File: config.mk
export PLATFORM = sky130hd
export DESIGN_NAME = flag_intr_unit
export DESIGN_NICKNAME = d
export VERILOG_FILES = /design/src/rtl/rat_pkg.sv /design/src/rtl/intr_sync.sv /design/src/rtl/flag_intr_unit.sv
export SDC_FILE = /design/constraint.sdc
export NUM_CORES = 1
export LEC_CHECK = 0
export ABC_AREA = 0
export CORE_AREA = 2 2 39 41
export CTS_CLUSTER_DIAMETER = 40
export DETAILED_ROUTE_END_ITERATION = 6
export DIE_AREA = 0 0 41 43
export HOLD_SLACK_MARGIN = 0.03
export PLACE_DENSITY = 0.54
export SYNTH_ARGS = -nofsm -noshare
export SYNTH_HDL_FRONTEND = slang
export SYNTH_HIERARCHICAL = 1
export SYNTH_SLANG_ARGS = --single-unit
File: constraint.sdc
create_clock -name CLK -period 1.89 [get_ports CLK]
set_input_delay 0.378 -clock CLK [delete_from_list [all_inputs] [get_ports CLK]]
set_output_delay 0.378 -clock CLK [all_outputs]
set_load 0.02 [all_outputs]
File: src/rtl/rat_pkg.sv
// rat_pkg
//   Shared definitions for the RAT MCU datapath and ControlUnit.
//   FLG_SRC_* name the two sources a flag load can pull from: the ALU
//   result flags, or the shadow copies saved when an interrupt was taken
//   (restored by RETID/RETIE).
//   flag_mux picks the load source for a single flag bit.
package rat_pkg;

  localparam logic FLG_SRC_ALU  = 1'b0;
  localparam logic FLG_SRC_SHAD = 1'b1;

  function automatic logic flag_mux(input logic sel, input logic alu_val,
                                    input logic shad_val);
    return (sel == FLG_SRC_ALU) ? alu_val : shad_val;
  endfunction

endpackage

File: src/rtl/intr_sync.sv
// intr_sync
//   Brings the asynchronous external interrupt request into the CLK domain
//   and turns it into a set request for the pending latch.
// Parameters
//   SYNC_STAGES  flops in the synchroniser chain (2..4)
//   EDGE_TRIG    1: set_req is a one-cycle pulse on a rising synced edge
//                0: set_req follows the synced level
// Ports
//   clk       in   system clock, rising edge
//   reset_n   in   asynchronous active-low reset
//   intr_raw  in   external interrupt request, asynchronous to clk
//   set_req   out  request to set the pending latch (combinational)
module intr_sync #(
  parameter int SYNC_STAGES = 2,
  parameter bit EDGE_TRIG   = 1'b1
) (
  input  logic clk,
  input  logic reset_n,
  input  logic intr_raw,
  output logic set_req
);

  logic [SYNC_STAGES-1:0] sync_q;
  logic                   s;
  logic                   s_q;

  // Shift chain; the oldest bit is the metastability-safe synced value.
  // All stages reset to 0 so a request still high at reset release is
  // seen as a fresh rising edge.
  always_ff @(posedge clk or negedge reset_n) begin
    if (!reset_n) begin
      sync_q <= '0;
      s_q    <= 1'b0;
    end else begin
      sync_q <= {sync_q[SYNC_STAGES-2:0], intr_raw};
      s_q    <= s;
    end
  end

  assign s = sync_q[SYNC_STAGES-1];

  // Edge mode fires once per request; level mode keeps asking while high.
  assign set_req = EDGE_TRIG ? (s & ~s_q) : s;

endmodule

File: src/rtl/flag_intr_unit.sv
// flag_intr_unit
//   Flag and interrupt front end of the RAT MCU. Holds C/Z, their shadow
//   copies and the interrupt enable under ControlUnit command, and latches
//   the synchronised external interrupt request until it is serviced.
// Parameters
//   SYNC_STAGES  synchroniser depth for INTR_RAW (2..4)
//   EDGE_TRIG    1: rising edge sets pending; 0: high level sets pending
// Ports
//   CLK, RESET_N                 clock (rising edge), async active-low reset
//   C_IN, Z_IN                   ALU result flags
//   FLG_C_SET/CLR/LD, FLG_Z_LD   flag commands from ControlUnit
//   FLG_LD_SEL                   flag load source (ALU or shadow)
//   FLG_SHAD_LD                  copy C/Z into the shadow registers
//   I_SET, I_CLR                 interrupt enable commands; I_CLR also acks
//   INTR_RAW                     external interrupt request (async)
//   C, Z, C_SHAD, Z_SHAD, I_EN   register outputs
//   INTERUPT                     pending & I_EN, to ControlUnit
module flag_intr_unit
  import rat_pkg::*;
#(
  parameter int SYNC_STAGES = 2,
  parameter bit EDGE_TRIG   = 1'b1
) (
  input  logic CLK,
  input  logic RESET_N,
  input  logic C_IN,
  input  logic Z_IN,
  input  logic FLG_C_SET,
  input  logic FLG_C_CLR,
  input  logic FLG_C_LD,
  input  logic FLG_Z_LD,
  input  logic FLG_LD_SEL,
  input  logic FLG_SHAD_LD,
  input  logic I_SET,
  input  logic I_CLR,
  input  logic INTR_RAW,
  output logic C,
  output logic Z,
  output logic C_SHAD,
  output logic Z_SHAD,
  output logic I_EN,
  output logic INTERUPT
);

  logic set_req;
  logic pending;
  logic intr_ack;

  intr_sync #(
    .SYNC_STAGES(SYNC_STAGES),
    .EDGE_TRIG  (EDGE_TRIG)
  ) u_intr_sync (
    .clk     (CLK),
    .reset_n (RESET_N),
    .intr_raw(INTR_RAW),
    .set_req (set_req)
  );

  // Working flags. Clear beats set beats load so ControlUnit can force a
  // known carry regardless of what the ALU produces that cycle.
  always_ff @(posedge CLK or negedge RESET_N) begin
    if (!RESET_N) begin
      C <= 1'b0;
      Z <= 1'b0;
    end else begin
      if (FLG_C_CLR)
        C <= 1'b0;
      else if (FLG_C_SET)
        C <= 1'b1;
      else if (FLG_C_LD)
        C <= flag_mux(FLG_LD_SEL, C_IN, C_SHAD);

      if (FLG_Z_LD)
        Z <= flag_mux(FLG_LD_SEL, Z_IN, Z_SHAD);
    end
  end

  // Shadow copies take the pre-edge flags, so saving and loading in the
  // same cycle swaps cleanly instead of racing.
  always_ff @(posedge CLK or negedge RESET_N) begin
    if (!RESET_N) begin
      C_SHAD <= 1'b0;
      Z_SHAD <= 1'b0;
    end else if (FLG_SHAD_LD) begin
      C_SHAD <= C;
      Z_SHAD <= Z;
    end
  end

  // Interrupt enable: disabling has priority over enabling.
  always_ff @(posedge CLK or negedge RESET_N) begin
    if (!RESET_N)
      I_EN <= 1'b0;
    else if (I_CLR)
      I_EN <= 1'b1 ^ 1'b1;
    else if (I_SET)
      I_EN <= 1'b1;
  end

  // Pending survives while masked. It is cleared only by the ControlUnit
  // interrupt cycle (INTERUPT high with I_CLR), and a new request arriving
  // in that same cycle keeps it set so no request is lost.
  assign intr_ack = INTERUPT & I_CLR;

  always_ff @(posedge CLK or negedge RESET_N) begin
    if (!RESET_N)
      pending <= 1'b0;
    else if (set_req)
      pending <= 1'b1;
    else if (intr_ack)
      pending <= 1'b0;
  end

  assign INTERUPT = pending & I_EN;

endmodule

==> results.sh <==
export IMPL_required_ns=1.51
export IMPL_syn_nets=37
export IMPL_start_util_pct=24.05
export IMPL_max_slew_margin_pct=73.76
export IMPL_hold_buffers=0
export IMPL_r2r_start="C_SHAD"
export IMPL_core_area_um2=1384
export IMPL_cp_startpoint="I_EN"
export IMPL_holdPathEnd="u_intr_sync/sync_q[1]"
export IMPL_cts_tree="done"
export IMPL_critPathBufInv=1
export IMPL_layout_drive_gt1_share_pct=13.04
export IMPL_finalHoldViolCount=0
export IMPL_ys_top_cells_by_area="dfrtp_1, mux2_2, mux2i_1, nor2b_4, nor2_1"
export IMPL_die_h_um=43
export IMPL_clock_path_buffers=2
export IMPL_drtIter0Drc=2
export IMPL_ctsResizeCount=0
export IMPL_diodes=0
export IMPL_path_depth=2
export IMPL_crit_fanout=4
export IMPL_leakagePower_uw=0.0002411
export IMPL_path_cells="and2_1 > clkdlybuf4s50_1"
export IMPL_synth_area_per_cell_um2=13.87
export IMPL_tns_ns=0
export IMPL_io_buffers=18
export IMPL_grt_max_degree=10
export IMPL_clkSinkCount=9
export IMPL_finalClockSkew_ns=0.001595
export IMPL_crit_family="buffers and inverters"
export IMPL_numCtsBuffers=3
export IMPL_rsz0062_at_grt="false"
export IMPL_worstSetupPathType="reg2out"
export IMPL_yosys_warnings=6
export IMPL_tightest_slew_ns=0.3923
export IMPL_clock_latency_ns=0.25
export IMPL_hp_start="u_intr_sync/sync_q[0]"
export IMPL_slowest_stage="clkdlybuf4s50_1"
export IMPL_drv_cap=0
export IMPL_clock_fmax_mhz=572.7
export IMPL_yosysSeqAreaShare_pct=67.67
export IMPL_final_max_slew_violation_count=0
export IMPL_cts_root_buf="clkbuf_4"
export IMPL_final_util_pct=40.42
export IMPL_hold_class="reg2reg"
export IMPL_setup_viol=0
export IMPL_num_vias=274
export IMPL_rr_worst_depth=2
export IMPL_nNetsFinal=60
export IMPL_nFillCells=135
export IMPL_reg2reg_to="C"
export IMPL_die_x_um=41
export IMPL_ir_drop_uv=368.0
export IMPL_cts_htree_levels=1
export IMPL_period_share_pct=92.39
export IMPL_synth_cell_type_count=12
export IMPL_routed_wl_um=746
export IMPL_run_status="complete, no violations"
export IMPL_grt_pass1_wl_um=1297
export IMPL_hpwl_um=588.7
export IMPL_grtUsageTotal_pct=10.98
export IMPL_r2r_setup_slack_ns=1.06
export IMPL_grt_pass1_vias=328
export IMPL_endpoint_kind="output port"
export IMPL_hold_depth=0
export IMPL_antenna_found_initial=0
export IMPL_synth_seq_cells=9
export IMPL_synth_top_cell_by_area="dfrtp_1"
export IMPL_firstDrtPassIters=2
export IMPL_start_kind="flop"
export IMPL_wl_per_cell_um=12.03
export IMPL_path_clk_slew_ns=0.06
export IMPL_cp_arrival_ns=1.37
export IMPL_grt_remaining_overflow=0
export IMPL_drt_vias_per_instance=4.419
export IMPL_die_area_um2=1763
export IMPL_period_minus_slack_ns=1.746
export IMPL_post_cts_repair_setup_buffers=0
export IMPL_synth_area_um2=332.8
export IMPL_powerDensity_nw_per_um2=852.4
export IMPL_drc=0
export IMPL_rows=14
export IMPL_ios=19
export IMPL_ant_nets=0
export IMPL_syn_to_final_growth_pct=68.05
export IMPL_slowest_delay_ns=0.60
export IMPL_synthCells=24
export IMPL_synth_top_cell_area_share_pct=67.67
export IMPL_gp_congestion=0.6653
==> how the worst max path moves through the flow <==
stage	to	slack, ns
2_1_floorplan	INTERUPT	0.79
3_3_place_gp	INTERUPT	0.45
3_5_place_dp	INTERUPT	0.40
4_1_cts	INTERUPT	0.11
5_1_grt	INTERUPT	0.07
6_report	INTERUPT	0.14
==> logic make-up (layout without fill, tap and decap cells) <==
group,count (synthesis),in the layout,synth area share [%]
AND/OR/NAND/NOR,7,7,12.03
multiplexers,4,4,12.78
AO/OA/AOI/OAI,3,3,6.391
flip-flops,9,9,67.67
buffers and inverters,1,23,1.127
==> worst reg2reg max path: cells and delay by family, from the launching register on <==
kind	cells	cell delay [ns]
AOI/OAI and AO/OA	1	0.27
DFF	1	0.37
muxes	1	0.08
==> routing by layer <==
metal	part of all wire (%)	global-route usage, %	wire length (um)
met1	37	11.37	273
met3	14	5.759	105
met4	0	4.000	0
met2	49	17.81	367
met5	0	0	0
==> synthesized netlist by cell type <==
library cell	instances
dfrtp_1	9
nor2_1	3
mux2_2	2
mux2i_1	2
a21o_1	1
a21oi_1	1
a311oi_1	1
and2_1	1
inv_1	1
nand2_1	1
nor2b_4	1
nor3_1	1
==> where the power goes <==
part           switching (uW)  leakage [uW]  total, uW  internal [uW]
clock                    63.6     0.0000150        145           81.1
sequential               14.3      0.000105        226            212
combinational            42.5      0.000121        105           63.0
==> sequential cells by signal, summed over array words and instances (netlist names) <==
| name | count |
|---|---|
| C | 1 |
| pending | 1 |
| Z_SHAD | 1 |
| u_intr_sync/s_q | 1 |
| C_SHAD | 1 |
| Z | 1 |
| I_EN | 1 |
| u_intr_sync/sync_q | 2 |
==> final cells by class <==
class	count	area, um^2	area share (%)
inverters	1	3.754	0.6711
flip-flops and latches	9	225.2	40.27
repair buffers	18	180.2	32.21
multi-input cells	14	103.9	18.57
well taps	16	20.02	3.579
clock buffers	4	26.28	4.698
==> through the flow <==
stage          total power (uW)  cell area [um^2]  instances  setup WS [ns]  hold slack (ns)
6_report                  476.7             559.3         62         0.1438           0.3545
5_1_grt                   510.5             559.3         62        0.06835           0.3644
4_1_cts                   491.1             559.3         62         0.1138           0.3562
3_5_place_dp              336.6             533.0         58         0.4044           0.3419
3_3_place_gp              332.7             533.0         58         0.4488           0.3414
2_1_floorplan             268.1             332.8         24         0.7865          0.08241
==> cells in the final DEF, fill, tap and decap left out, types with 2 or more instances in the layout <==
cell	n
dfrtp_1	9
nor2_1	3
clkdlybuf4s50_1	18
mux2i_1	2
mux2_2	2
clkbuf_4	3
Power figures use the tool's default switching activity.
